==> config.mk <==
export PLATFORM = sky130hd
export DESIGN_NAME = fetch_prefetch_flat
export DESIGN_NICKNAME = d
export VERILOG_FILES = /design/src/rtl/fetch_prefetch_if.sv /design/src/rtl/fetch_prefetch.sv /design/src/flat_wrapper.sv
export SDC_FILE = /design/constraint.sdc
export NUM_CORES = 1
export LEC_CHECK = 0
export BUFFER_PORTS_ARGS = -buffer_cell sky130_fd_sc_hd__buf_2
export CAP_MARGIN = 20
export CORE_MARGIN = 2
export CORE_UTILIZATION = 53
export DETAILED_ROUTE_END_ITERATION = 10
export PLACE_DENSITY = 0.79
export SETUP_SLACK_MARGIN = 0.2
export SYNTH_ARGS = -nofsm -noshare
export SYNTH_HDL_FRONTEND = slang
export SYNTH_SLANG_ARGS = --single-unit
export TNS_END_PERCENT = 1
==> constraint.sdc <==
create_clock -name clk -period 11.4 [get_ports clk]
set_input_delay 2.28 -clock clk [delete_from_list [all_inputs] [get_ports clk]]
set_output_delay 2.28 -clock clk [all_outputs]
set_load 0.02 [all_outputs]
==> src/rtl/fetch_prefetch_if.sv <==
// Handshake bundle shared by the fetch front end, instruction memory, decode and
// the branch-redirect source. "master" is the fetch unit's view.
interface fetch_prefetch_if #(
    parameter int XLEN = 32
);
    logic            req_valid;
    logic            req_ready;
    logic [XLEN-1:0] req_addr;
    logic            rsp_valid;
    logic [XLEN-1:0] rsp_data;
    logic            out_valid;
    logic            out_ready;
    logic [XLEN-1:0] out_instr;
    logic [XLEN-1:0] out_pc;
    logic            redirect_valid;
    logic [XLEN-1:0] redirect_addr;

    modport master (
        output req_valid, req_addr, out_valid, out_instr, out_pc,
        input  req_ready, rsp_valid, rsp_data, out_ready, redirect_valid, redirect_addr
    );

    modport slave (
        input  req_valid, req_addr, out_valid, out_instr, out_pc,
        output req_ready, rsp_valid, rsp_data, out_ready, redirect_valid, redirect_addr
    );
endinterface

==> src/rtl/fetch_prefetch.sv <==
// Instruction-fetch front end: owns the PC, issues pipelined memory requests and
// buffers in-order responses with their PC tags in a DEPTH-entry prefetch queue.
module fetch_prefetch #(
    parameter int              XLEN       = 32,
    parameter int              DEPTH      = 4,
    parameter logic [XLEN-1:0] RESET_ADDR = '0
) (
    input  logic             clk,
    input  logic             rst,
    fetch_prefetch_if.master bus
);
    localparam int              CW      = $clog2(DEPTH + 1);
    localparam int              AW      = $clog2(DEPTH);
    localparam logic [CW-1:0]   DEPTH_C = CW'(DEPTH);
    localparam logic [CW-1:0]   ONE_C   = CW'(1);
    localparam logic [AW-1:0]   PTR1_C  = AW'(1);
    localparam logic [XLEN-1:0] STEP_C  = XLEN'(4);

    logic [XLEN-1:0] pc_q, pc_d;
    logic [XLEN-1:0] rspPc_q, rspPc_d;
    logic [CW-1:0]   occ_q, occ_d;
    logic [CW-1:0]   outst_q, outst_d;
    logic [CW-1:0]   dropCnt_q, dropCnt_d;
    logic [AW-1:0]   rdPtr_q, rdPtr_d;
    logic [AW-1:0]   wrPtr_q, wrPtr_d;
    logic [XLEN-1:0] instrMem_q [DEPTH];
    logic [XLEN-1:0] pcMem_q [DEPTH];

    logic [CW-1:0]   count;
    logic [XLEN-1:0] redirectPc;
    logic            redirect, accept, rspDone, push, pop;

    // Credit covers queued plus in-flight instructions, so a response always has a slot.
    assign count      = occ_q + outst_q;
    assign redirect   = bus.redirect_valid;
    assign redirectPc = {bus.redirect_addr[XLEN-1:2], 2'b00};

    assign bus.req_valid = !rst && (count < DEPTH_C) && !redirect;
    assign bus.req_addr  = pc_q;
    assign bus.out_valid = (occ_q != '0);
    assign bus.out_instr = instrMem_q[rdPtr_q];
    assign bus.out_pc    = pcMem_q[rdPtr_q];

    assign accept  = bus.req_valid && bus.req_ready;
    assign rspDone = bus.rsp_valid && (outst_q != '0);
    assign push    = rspDone && (dropCnt_q == '0) && !redirect;
    assign pop     = bus.out_valid && bus.out_ready && !redirect;

    always_comb begin
        pc_d      = pc_q;
        rspPc_d   = rspPc_q;
        occ_d     = occ_q;
        dropCnt_d = dropCnt_q;
        rdPtr_d   = rdPtr_q;
        wrPtr_d   = wrPtr_q;
        outst_d   = outst_q + CW'(accept) - CW'(rspDone);

        if (redirect) begin
            // Everything still in flight after this edge belongs to the old path.
            pc_d      = redirectPc;
            rspPc_d   = redirectPc;
            occ_d     = '0;
            rdPtr_d   = '0;
            wrPtr_d   = '0;
            dropCnt_d = outst_d;
        end else begin
            if (accept) begin
                pc_d = pc_q + STEP_C;
            end
            if (rspDone && (dropCnt_q != '0)) begin
                dropCnt_d = dropCnt_q - ONE_C;
            end
            if (push) begin
                rspPc_d = rspPc_q + STEP_C;
                wrPtr_d = wrPtr_q + PTR1_C;
            end
            if (pop) begin
                rdPtr_d = rdPtr_q + PTR1_C;
            end
            occ_d = occ_q + CW'(push) - CW'(pop);
        end
    end

    always_ff @(posedge clk or posedge rst) begin
        if (rst) begin
            pc_q      <= RESET_ADDR;
            rspPc_q   <= RESET_ADDR;
            occ_q     <= '0;
            outst_q   <= '0;
            dropCnt_q <= '0;
            rdPtr_q   <= '0;
            wrPtr_q   <= '0;
            for (int i = 0; i < DEPTH; i++) begin
                instrMem_q[i] <= '0;
                pcMem_q[i]    <= '0;
            end
        end else begin
            pc_q      <= pc_d;
            rspPc_q   <= rspPc_d;
            occ_q     <= occ_d;
            outst_q   <= outst_d;
            dropCnt_q <= dropCnt_d;
            rdPtr_q   <= rdPtr_d;
            wrPtr_q   <= wrPtr_d;
            if (push) begin
                instrMem_q[wrPtr_q] <= bus.rsp_data;
                pcMem_q[wrPtr_q]    <= rspPc_q;
            end
        end
    end
endmodule

==> src/flat_wrapper.sv <==
// flat-port wrapper written by rule: the top's interface ports become plain ports
module fetch_prefetch_flat 
#(
    parameter int              XLEN       = 32,
    parameter int              DEPTH      = 4,
    parameter logic [XLEN-1:0] RESET_ADDR = '0
)
  (clk, rst, bus_req_valid, bus_req_addr, bus_out_valid, bus_out_instr, bus_out_pc, bus_req_ready, bus_rsp_valid, bus_rsp_data, bus_out_ready, bus_redirect_valid, bus_redirect_addr);
  fetch_prefetch_if #(.XLEN(XLEN)) bus_i ();
  input  logic clk;
  input  logic rst;
  output wire logic [$bits(bus_i.req_valid)-1:0] bus_req_valid;
  output wire logic [$bits(bus_i.req_addr)-1:0] bus_req_addr;
  output wire logic [$bits(bus_i.out_valid)-1:0] bus_out_valid;
  output wire logic [$bits(bus_i.out_instr)-1:0] bus_out_instr;
  output wire logic [$bits(bus_i.out_pc)-1:0] bus_out_pc;
  input wire logic [$bits(bus_i.req_ready)-1:0] bus_req_ready;
  input wire logic [$bits(bus_i.rsp_valid)-1:0] bus_rsp_valid;
  input wire logic [$bits(bus_i.rsp_data)-1:0] bus_rsp_data;
  input wire logic [$bits(bus_i.out_ready)-1:0] bus_out_ready;
  input wire logic [$bits(bus_i.redirect_valid)-1:0] bus_redirect_valid;
  input wire logic [$bits(bus_i.redirect_addr)-1:0] bus_redirect_addr;
  assign bus_req_valid = bus_i.req_valid;
  assign bus_req_addr = bus_i.req_addr;
  assign bus_out_valid = bus_i.out_valid;
  assign bus_out_instr = bus_i.out_instr;
  assign bus_out_pc = bus_i.out_pc;
  assign bus_i.req_ready = bus_req_ready;
  assign bus_i.rsp_valid = bus_rsp_valid;
  assign bus_i.rsp_data = bus_rsp_data;
  assign bus_i.out_ready = bus_out_ready;
  assign bus_i.redirect_valid = bus_redirect_valid;
  assign bus_i.redirect_addr = bus_redirect_addr;
  fetch_prefetch #(.XLEN(XLEN), .DEPTH(DEPTH), .RESET_ADDR(RESET_ADDR)) u_core (.clk(clk), .rst(rst), .bus(bus_i));
endmodule
Yosys cells after proc, flatten, opt, wreduce, memory -nomap -nowiden
Cells that the tools add are included.
{"block": "totals", "ff_bits": 333, "word_cells": 72}
{"block": "classes", "n_reduce_logical": 20, "addsub": 10, "order_cmp": 4, "bitwise_logic": 2, "muxes": 21}
{"operator": "$mux 32", "count": 9}
{"operator": "$bwmux 128", "count": 2}
{"operator": "$bmux 32 s2", "count": 2}
{"operator": "$add 32x3->32 const B", "count": 2}
{"operator": "$demux 32 s2", "count": 1}
{"operator": "$logic_and 1x1->1", "count": 10}
{"operator": "$mux 3", "count": 3}
{"operator": "$reduce_bool 3->1", "count": 3}
{"operator": "$mux 2", "count": 4}
{"operator": "$reduce_bool 2->1", "count": 4}
{"operator": "$add 3x1->3", "count": 2}
{"operator": "$ge 3x3->1 const B", "count": 2}
{"operator": "$not 2->3", "count": 2}
{"operator": "$sub 3x1->3", "count": 2}
{"operator": "$add 2x1->2 const B", "count": 2}
{"operator": "$add 3x3->3", "count": 1}
{"operator": "$logic_not 3->1", "count": 1}
{"operator": "$lt 3x1->1 const B", "count": 1}
{"operator": "$lt 3x3->1 const B", "count": 1}
{"operator": "$sub 3x1->3 const B", "count": 1}
{"operator": "$logic_not 1->1", "count": 2}

Longest topological paths before layout
{"block": "depth", "word_depth": 8, "mapped_depth": 13}

Worst setup path after synthesis
No wires, ideal clock.
{"block": "synth_path", "path_type": "input to output", "startpoint": "input rst", "endpoint": "output bus_req_valid", "required_time_ns": 9.120, "setup_slack_ns": -0.730, "path_stages": 2, "arrival_time_ns": 9.850, "cell_sequence": "inv_1 and3_1"}
{"block": "synth_between", "elab_chain_cells": 3}
{"element": "start, declared", "line": "flat_wrapper.sv:11", "source": "input logic rst;"}
{"element": "$logic_not 1->1", "line": "fetch_prefetch.sv:38", "source": "assign bus.req_valid = !rst && (count < DEPTH_C) && !redirect;"}
{"element": "$logic_and 1x1->1 (2 in a row)", "line": "fetch_prefetch.sv:38"}
{"element": "end, declared", "line": "flat_wrapper.sv:12", "source": "output wire logic [$bits(bus_i.req_valid)-1:0] bus_req_valid;"}
Every way passes these cells.

Worst setup path after layout
{"block": "layout_path", "startpoint": "register u_core.rdPtr_q[0]", "endpoint": "output bus_out_pc[3]"}
{"block": "layout_between", "elab_chain_cells": 4}
{"element": "start, declared", "line": "fetch_prefetch.sv:24", "source": "logic [AW-1:0] rdPtr_q, rdPtr_d;"}
{"element": "start signal, assigned", "line": "fetch_prefetch.sv:103", "source": "rdPtr_q <= rdPtr_d;"}
{"element": "$not 2->3 (implied by the code)", "line": "fetch_prefetch.sv:42", "source": "assign bus.out_pc = pcMem_q[rdPtr_q];"}
{"element": "$bmux 32 s2", "line": "fetch_prefetch.sv:42"}
{"element": "$mux 32 (implied by the code) (2 in a row)", "line": "fetch_prefetch.sv:42"}
{"element": "end, declared", "line": "flat_wrapper.sv:16", "source": "output wire logic [$bits(bus_i.out_pc)-1:0] bus_out_pc;"}
Every way passes these cells. The select of a mux whose other input is x is not followed.

==> Implementation_results.wiki <==
{| class="wikitable"
! Metric !! Value
|-
| Share of async-settable or async-resettable flops after synthesis || 1.00
|-
| Share of power burned in the clock network || 0.311
|-
| Worst max-slew margin expressed relative to the limit || 0.333
|-
| Arrival time of the worst setup path || 2.84 ns
|-
| H-tree lvl count || 2
|-
| Result of the run || complete, no violations
|-
| Cell breakdown of the critical path || buf_4, mux4_2, buf_2
|-
| Final setup TNS || 0 ns
|-
| Number of clock sinks seen by CTS || 321
|-
| Critical-path top delay cell || buf_4
|-
| Met2 WL post-DR || 15,300 um
|-
| Distinct cell type count after synthesis || between 40 and 50
|-
| Overall die width || 172 um
|-
| Type of origin of the critical path || register
|-
| Most frequently used flop master after synthesis || dfrtp_1
|-
| Total routing usage reported by global routing || 0.220
|-
| Via count of the first global-routing pass || 9,696
|-
| Number of port buffers || 161
|-
| Power per unit of standard cell area || 234 nW/um2
|-
| Worst setup path class || reg2out
|-
| Cell count after synthesis || approximately 1,100
|-
| Detailed Place HPWL || 20,200 um
|-
| Remaining DRCs || 0
|-
| Period utilisation layout || 0.449
|-
| Nature of the critical path endpoint || output port
|-
| Std cell rows || 61
|-
| Synthesized area || 15,000 um2
|-
| # IOs || 168
|-
| Last weighted congestion value of the routability-driven placer || 0.848
|-
| Growth of design area from synthesis to finish || 16.6%
|-
| Routed len/inst || 19.7 um
|-
| Initial Util || 0.538
|-
| Final setup slack of the worst path || ~6.3 ns
|-
| Syn_area_per_cell || 14.0 um2
|-
| Fillers || 2,102
|-
| IR Drop Worst-Case VDD || 0.149 mV
|-
| Post-cts hold buffer count || 0
|-
| Postcts setup bufs || 0
|-
| DRC violation total after the first TritonRoute iteration || 429
|-
| Area of the die || 29,600 um2
|-
| Final worst clock skew || ~0.018 ns
|-
| Max cap viols || 0
|-
| Final Hold Violating Endpoints || 0
|-
| Final slew viol count || 0
|-
| Total met3 wirelength after detailed routing || 1640 um
|-
| Type of the tightest min-delay check || reg2reg
|-
| DP Worst Slack || 6.34 ns
|-
| Synthesized flop and latch total || 321
|-
| Gates resized, CTS repair || 0
|-
| Switching share of power || 0.313
|-
| Fraction of power consumed by combinational cells || 0.299
|-
| Mean number of vias per cell || 5.78
|-
| Area of all placed cells without fillers || roughly 17,000 um2
|-
| Total leakage power || 8.04 nW
|-
| Max Freq || 0.195 GHz
|-
| Multi-input gate area || around 6500 um2
|-
| Worst Path Required || 9.12 ns
|-
| Actual transition at the worst max-transition pin || 1.00 ns
|-
| Total wirelength of the detailed-routed design || 31,900 um
|-
| Largest net degree at the start of global routing || between 80 and 90
|-
| Net switching power figure || roughly 0.0013 W
|-
| Antenna Nets Post-Route || 0
|-
| Setup Viol. Count Final || 0
|-
| Buffer depth of the longest clock path || 3
|-
| Maximum fanout along the worst path || 44
|-
| Number of vias in the routed layout || 9,363
|-
| Max Used Layer || met4
|-
| Cell area after placement || roughly 16,000 um2
|-
| Critical path's largest stage delay || 0.80 ns
|-
| TritonCTS clock tree || yes
|-
| Number of antenna violations at the first check in global routing || 1
|-
| Number of enable flip-flop cells after synthesis || 0
|-
| Length of the first detailed-routing pass in iterations || 5
|-
| Sequential power share || 0.390
|-
| Cell chosen for the clock root || clkbuf_16
|-
| Part of the Yosys area used for sequential elements || 0.537
|-
| M1 WL || 14,200 um
|-
| RSZ-0062 raised after global routing || false
|-
| Layout cell share with drive strength beyond 1 || 0.449
|-
| Global-route wire length before repair || between 50,000 and 60,000 um
|-
| Num CTS Buffers || 36
|-
| Sequential cell area in the final layout || roughly 8000 um2
|-
| Power consumption || between 0.004 and 0.005 W
|-
| Die span in y || ~170 um
|-
| GRT overflow || 0
|-
| Clk_lat worst skew || between 0.5 and 0.6 ns
|-
| Internal power consumption || 0.00280 W
|-
| CTS clock-pin slew for the worst setup and hold paths || 0.06 ns
|-
| Floorplan core area || 27,800 um2
|-
| Final Critical Period || 5.12 ns
|-
| Count of yosys warnings during synthesis || 0
|-
| Count of nets after finishing || 1,299
|}
cell usage after synthesis (5+ instances only):
master,instances,area [um2]
dfrtp_1,321,8030
mux2_2,241,2710
mux4_2,62,1400
nand2_1,43,161
buf_2,39,195
nand3_1,33,165
nand4_1,33,206
xor2_1,29,254
xnor2_1,26,228
clkbuf_1,25,93.8
nor2_1,24,90.1
inv_1,21,78.8
mux2_1,21,236
o21ai_0,21,105
ha_1,13,163
and3_1,12,75.1
o211ai_1,11,82.6
nor3_1,9,45.0
nor4_1,8,50.1
and2_1,7,43.8
nand2b_1,7,43.8
a21boi_0,6,45.0
mux2i_1,5,50.1
kinds of logic (layout without fill, tap and decap cells):
logic type / count (synthesis) / count (layout) / share of synthesized area
other: 1 / 5 / 0.000251
AO/OA/AOI/OAI: 59 / 59 / 0.0267
XOR/XNOR: 55 / 55 / 0.0322
buffers and inverters: 92 / 265 / 0.0274
multiplexers: 329 / 329 / 0.294
flip-flops: 321 / 321 / 0.537
adder cells (fa/ha/maj): 15 / 15 / 0.0136
AND/OR/NAND/NOR: 193 / 193 / 0.0690
metal layers:
metal  up-vias  global-route usage
li1       4186                   -
met1      4858               0.306
met2       267               0.364
met3        52              0.0323
met4         0              0.0665
met5         -                   0
path summary, 6_finish.rpt:
| check | from | end | slack, ns | cells past startpoint |
|---|---|---|---|---|
| hold reg to reg | u_core.pcMem_q[53]$_DFFE_PP0P_ | u_core.pcMem_q[53]$_DFFE_PP0P_ | 0.48 | 1 |
| min in group asynchronous | rst | u_core.bus.req_addr[4]$_DFFE_PP0P_ | 1.77 | 3 |
| max in group asynchronous | rst | u_core.instrMem_q[98]$_DFFE_PP0P_ | 8.09 | 5 |
| setup reg to reg | u_core.dropCnt_q[0]$_DFFE_PP0P_ | u_core.pcMem_q[122]$_DFFE_PP0P_ | 8.23 | 7 |
| hold / removal | u_core.pcMem_q[53]$_DFFE_PP0P_ | u_core.pcMem_q[53]$_DFFE_PP0P_ | 0.48 | 1 |
| setup / recovery | u_core.rdPtr_q[0]$_DFFE_PP0P_ | bus_out_pc[3] | 6.28 | 3 |
flip-flops by register name, summed over array words and instances, names as in the netlist:
name / cells
u_core.outst_q: 3
u_core.dropCnt_q: 3
u_core.rspPc_q: 30
u_core.rdPtr_q: 2
u_core.pcMem_q: 120
u_core.bus.req_addr: 30
u_core.occ_q: 3
u_core.wrPtr_q: 2
u_core.instrMem_q: 128
through the flow:
stage	hold WS, ns	instances	utilization
CTS	0.484	1616	0.625
detailed placement	0.470	1551	0.578
global route	0.505	1620	0.628
global placement	0.463	1551	0.578
floorplan	0.452	1068	-
finish	0.483	1620	0.628
worst max-delay path: cells and delay by family (launching register included):
| kind | cells | cell delay, ns |
|---|---|---|
| buffers and inverters | 2 | 0.98 |
| flip-flops | 1 | 0.70 |
| multiplexers | 1 | 0.62 |
layout make-up:
cell class | instances | area share
Antenna cell | 1 | 0.000143
Clock buffer | 49 | 0.0597
Clock inverter | 16 | 0.0158
Inverter | 21 | 0.00473
Multi-Input combinational cell | 655 | 0.374
Sequential cell | 321 | 0.461
Tap cell | 378 | 0.0271
Timing Repair Buffer | 179 | 0.0574
layout by cell type, fill, tap and decap left out, drive strengths merged, types with 12 or more instances in the layout:
cell type / count
inv: 23
ha: 13
dfrtp: 321
and3: 12
nor2: 24
o21ai: 22
mux4: 62
mux2: 262
xor2: 29
buf: 179
clkbuf: 49
nand2: 43
nand3: 34
xnor2: 26
nand4: 33
power groups by stage:
stage | Clock [W] | Sequential [W] | Combinational, W
3_3_place_gp | 0 | 0.00159 | 0.00120
5_1_grt | 0.00134 | 0.00163 | 0.00131
3_5_place_dp | 0 | 0.00161 | 0.00123
4_1_cts | 0.00129 | 0.00159 | 0.00123
6_report | 0.00127 | 0.00159 | 0.00122
2_1_floorplan | 0 | 0.00154 | 0.000931
(Power assumes the default switching activity.)
